File: src/rtl/audiodac_fifo.sv
// Sample FIFO between the bus and the audio DAC modulator; converts to offset binary on write.
// Optional underflow counter output udf_cnt_o is enabled by defining AUDIODAC_FIFO_UDF_CNT_EN.
module audiodac_fifo #(
    parameter int unsigned ADDR_W     = 5,
    parameter int unsigned AEMPTY_LVL = 8
) (
    input  logic              clk_i,
    input  logic              rst_i,
    input  logic              clr_i,
    input  logic              tc_i,
    input  logic [15:0]       wr_data_i,
    input  logic              wr_en_i,
    input  logic              rd_i,
    output logic [15:0]       audio_o,
    output logic [ADDR_W:0]   level_o,
    output logic              full_o,
    output logic              empty_o,
    output logic              aempty_o,
    output logic              ovf_o,
    output logic              udf_o
`ifdef AUDIODAC_FIFO_UDF_CNT_EN
    ,
    output logic [7:0]        udf_cnt_o
`endif
);

    localparam int unsigned DEPTH   = 1 << ADDR_W;
    localparam logic [15:0] MIDSCALE = 16'h8000;

    logic [15:0]       mem [DEPTH];
    logic [ADDR_W-1:0] wr_ptr_q, rd_ptr_q;
    logic [ADDR_W:0]   level_q, level_d;
    logic [15:0]       audio_q;
    logic              ovf_q, udf_q;
    logic              full, empty;
    logic              do_rd, wr_ok, ovf_ev, udf_ev;
    logic [15:0]       wr_word;

    // Level never exceeds DEPTH, so its top bit alone marks full.
    assign full  = level_q[ADDR_W];
    assign empty = (level_q == '0);

    assign do_rd   = rd_i && !empty;
    assign wr_ok   = wr_en_i && (!full || rd_i);
    assign ovf_ev  = wr_en_i && !wr_ok;
    assign udf_ev  = rd_i && empty;
    assign wr_word = {wr_data_i[15] ^ tc_i, wr_data_i[14:0]};

    always_comb begin
        level_d = level_q;
        unique case ({wr_ok, do_rd})
            2'b10:   level_d = level_q + 1'b1;
            2'b01:   level_d = level_q - 1'b1;
            default: level_d = level_q;
        endcase
    end

    always_ff @(posedge clk_i or posedge rst_i) begin
        if (rst_i) begin
            wr_ptr_q <= '0;
            rd_ptr_q <= '0;
            level_q  <= '0;
            audio_q  <= MIDSCALE;
            ovf_q    <= 1'b0;
            udf_q    <= 1'b0;
        end else if (clr_i) begin
            wr_ptr_q <= '0;
            rd_ptr_q <= '0;
            level_q  <= '0;
            audio_q  <= MIDSCALE;
            ovf_q    <= 1'b0;
            udf_q    <= 1'b0;
        end else begin
            if (wr_ok) wr_ptr_q <= wr_ptr_q + 1'b1;
            if (do_rd) begin
                rd_ptr_q <= rd_ptr_q + 1'b1;
                audio_q  <= mem[rd_ptr_q];
            end else if (rd_i) begin
                audio_q  <= MIDSCALE;
            end
            level_q <= level_d;
            if (ovf_ev) ovf_q <= 1'b1;
            if (udf_ev) udf_q <= 1'b1;
        end
    end

    // Storage is not reset; when full with a read, the head is read before being overwritten.
    always_ff @(posedge clk_i) begin
        if (wr_ok && !clr_i) mem[wr_ptr_q] <= wr_word;
    end

`ifdef AUDIODAC_FIFO_UDF_CNT_EN
    logic [7:0] udf_cnt_q;

    always_ff @(posedge clk_i or posedge rst_i) begin
        if (rst_i) begin
            udf_cnt_q <= '0;
        end else if (clr_i) begin
            udf_cnt_q <= '0;
        end else if (udf_ev && udf_cnt_q != 8'hFF) begin
            udf_cnt_q <= udf_cnt_q + 8'd1;
        end
    end

    assign udf_cnt_o = udf_cnt_q;
`endif

    assign audio_o  = audio_q;
    assign level_o  = level_q;
    assign full_o   = full;
    assign empty_o  = empty;
    assign aempty_o = (32'(level_q) < AEMPTY_LVL);
    assign ovf_o    = ovf_q;
    assign udf_o    = udf_q;

endmodule
File: config.mk
export PLATFORM = sky130hd
export DESIGN_NAME = audiodac_fifo
export DESIGN_NICKNAME = d
export VERILOG_FILES = /design/src/rtl/audiodac_fifo.sv
export SDC_FILE = /design/constraint.sdc
export NUM_CORES = 1
export LEC_CHECK = 0
export BUFFER_PORTS_ARGS = -buffer_cell sky130_fd_sc_hd__buf_4
export CORE_ASPECT_RATIO = 0.8
export CORE_MARGIN = 4
export CORE_UTILIZATION = 55
export CTS_CLUSTER_DIAMETER = 60
export CTS_CLUSTER_SIZE = 25
export DETAILED_ROUTE_END_ITERATION = 6
export GPL_ROUTABILITY_DRIVEN = 0
export PLACE_DENSITY = 0.72
export REMOVE_ABC_BUFFERS = 1
export SETUP_SLACK_MARGIN = 0.05
export SLEW_MARGIN = 20
export SYNTH_ARGS = -nofsm -noshare
export SYNTH_HDL_FRONTEND = slang
export SYNTH_SLANG_ARGS = --single-unit
File: constraint.sdc
create_clock -name clk_i -period 4.4 [get_ports clk_i]
set_input_delay 0 -clock clk_i [delete_from_list [all_inputs] [get_ports clk_i]]
set_output_delay 0 -clock clk_i [all_outputs]
set_load 0.005 [all_outputs]
==> impl_metrics.yaml <==
run_status:
  status: "finished clean"
timing:
  clock_skew_ps: 39.5
  fmax_mhz: 335
  min_period_over_period_pct: 67.8
  drv_slew: 0
  setup_violations: 0
  rsz0062_at_grt: "no"
  worst_slew_pin_slew_ps: 984
  finalHoldViolCount: 0
  final.min_clock_period_ps: 2980
  setup_ws_ps: 1420
  slew_headroom_pct: 34.1
power_and_ir_drop:
  p_total_w: 0.0116
  leakagePower_nw: 7.50
  ir_drop_mv: 0.315
  p_per_area_mw_per_mm2: 489
critical_path:
  cp.arrival_ps: 3460
  worst_setup_path_end_kind: "register"
  critPathMaxStageDelay_ps: 930
  path_max_fanout: 35
  path_cells: "buf_4 -> mux4_2 -> a22o_1 -> a221oi_1 -> a31oi_1"
  required_ps: 4880
  path_class: "register to register"
  crit_slowest_cell: "dfrtp_4"
  crit_path_start_kind: "register"
global_route:
  grt_pass1_wl_microns: 74100
  antenna_found_initial: 1
  gr-total-overflow: 0
  track_usage_pct: 24.1
  grt_max_degree: 65
  grt_pass1_vias: 10500
final_layout:
  areaGrowthSynthToFinish_pct: 10.9
  diodes: 0
  most-common-layout-cells: "edfxtp_1, mux4_2, buf_4, nor2_1, nand2_1"
  finalNonFillerCells: 1682
  postLayoutCellArea_sq_mm: 0.0238
  final_common_cell: "edfxtp_1"
  nets: 1194
  drive_gt1_share_pct: 23.7
clock_tree:
  cts.sinks: 546
  htreeDepth: 1
  clock_latency_ps: 610
  clockBufferDepth: 3
  cts_tree: "yes"
  cts_root_buf: "clkbuf_16"
  cts_made_buffers: 29
  clkTransAtPathRegs_ps: 100
route:
  drt-total-wl_microns: 50300
  via_count: 11100
  avgViaCountPerCell: 6.59
  drtIter0Drc: 1655
  ant_nets: 0
  drt_first_pass_iters: 5
  wire_per_inst_microns: 29.9
  drc_errors: 0
yosys:
  ys.flop_type: "edfxtp_1"
  synth_edf_count: 512
  yosys_warnings: 0
  synth_area_sq_mm: 0.0214
  async_reset_ff_share_pct: 6.23
  ys_ff_latch: 546
  synth.avg_cell_area_sq_um: 20.1
  ys_seq_area_share_pct: 75.7
  syn_inst: 1069
  synth.distinct_cells: 53
hold_path:
  hold_path_class: "input pin to asynchronous set/reset pin"
die:
  dieArea_sq_mm: 0.0422
  die_w_microns: 229
  row_count: 64
  core_sq_mm: 0.0384
  die_h_microns: 185
  start_util_pct: 55.9
  ios: 49
placed_design:
  post-dp-hpwl_microns: 30500
  placed_cells: 1604
  postPlaceCellArea_sq_mm: 0.0225
  port_buffers: 48
  pre_cts_slack_ps: 1450
flow_run:
  max_cap_violations: 0
==> synthesized netlist by cell type, drive strengths merged (3+ instances only) <==
cell / instances / area share [%]
inv: 4 / 0.070
a31oi: 13 / 0.38
nand3b: 3 / 0.11
a22oi: 24 / 0.84
o21ai: 3 / 0.088
buf: 36 / 1.1
clkbuf: 24 / 0.42
xnor2: 3 / 0.12
nand2b: 5 / 0.15
nand3: 9 / 0.21
nor3: 6 / 0.16
a21oi: 28 / 0.67
xor2: 8 / 0.33
dfrtp: 33 / 3.9
a31o: 11 / 0.45
nor2b: 8 / 0.23
mux2i: 36 / 1.7
mux4: 112 / 12
nand4: 5 / 0.15
or4: 4 / 0.14
o22ai: 13 / 0.38
a22o: 11 / 0.45
and4b: 4 / 0.19
nand2: 43 / 0.75
a211oi: 8 / 0.33
mux2: 3 / 0.16
edfxtp: 512 / 72
nor2: 56 / 0.98
a221oi: 11 / 0.57
nor3b: 11 / 0.39
ha: 8 / 0.47
==> per-stage QoR <==
step,utilization (%),hold slack [ps],TNS (ps)
finish,62.0,81.3,0
global route,62.0,134,0
CTS,62.0,76.7,0
detailed placement,58.7,156,0
global placement,58.7,161,0
floorplan,-,63.1,-29680
==> power by group <==
group | internal, W | leakage, nW | switching, W
clock | 0.00149 | 0.487 | 0.00166
sequential | 0.00578 | 5.06 | 0.000278
combinational | 0.00120 | 1.95 | 0.00122
==> what timing repair did <==
item                       CTS  global route
hold endpoints to repair   563             0
setup endpoints to repair    0             0
buffers inserted             0             0
gates resized for setup      0             0
hold buffers                24             0
==> layer usage <==
layer | vias up | GRT usage, % | routed length, microns | part of all wire (%)
met5 | - | 0 | 0 | 0
met4 | 0 | 4.48 | 1050 | 2.1
met3 | 55 | 3.82 | 5380 | 11
met2 | 614 | 35.5 | 22900 | 45
met1 | 5830 | 39.1 | 21000 | 42
li1 | 4589 | - | - | -
==> state kept, by name, indices dropped and copies added, names as in the netlist <==
| register | flops |
|---|---|
| rd_ptr_q | 5 |
| ovf_o | 1 |
| wr_ptr_q | 5 |
| level_o | 6 |
| audio_o | 16 |
| mem | 512 |
| udf_o | 1 |
==> worst paths after layout <==
| path | start | slack (ps) | to | depth (start not counted) |
|---|---|---|---|---|
| setup / recovery | rd_ptr_q[0]$_DFFE_PP0P_ | 1420 | audio_o[14]$_DFFE_PP0P_ | 5 |
| hold / removal | rst_i | 80 | rd_ptr_q[2]$_DFFE_PP0P_ | 4 |
| setup reg to reg | rd_ptr_q[0]$_DFFE_PP0P_ | 1420 | audio_o[14]$_DFFE_PP0P_ | 5 |
| hold reg to reg | udf_o$_DFFE_PP0P_ | 520 | udf_o$_DFFE_PP0P_ | 2 |
| max in group asynchronous | rst_i | 3910 | rd_ptr_q[1]$_DFFE_PP0P_ | 4 |
| min in group clk_i | rd_i | 310 | audio_o[15]$_DFFE_PP1P_ | 4 |
==> critical path: cells and delay by family, from the launching register on <==
| family | cells | cell delay, ps |
|---|---|---|
| buf+inv | 1 | 480 |
| mux | 1 | 550 |
| compound gates | 3 | 820 |
| flops | 1 | 930 |
==> logic make-up (layout without fill, tap and decap cells) <==
family | after synthesis | after routing | share of synthesized area [%]
AO/OA/AOI/OAI | 129 | 129 | 4.41
adder cells (fa/ha/maj) | 8 | 8 | 0.467
AND/OR/NAND/NOR | 160 | 160 | 3.75
buffers and inverters | 64 | 182 | 1.61
multiplexers | 151 | 151 | 13.6
flip-flops | 546 | 546 | 75.7
XOR/XNOR | 11 | 11 | 0.450
==> final cells by class <==
cell class / instances / area, sq um
inverter: 4 / 15.0
clock inverter: 16 / 208
timing repair buffer: 124 / 1020
fill: 2665 / 14600
multi-input combinational: 459 / 4890
clock buffer: 38 / 791
sequential: 546 / 16200
tap: 495 / 619
No activity file was read; power rests on OpenSTA's default activity.
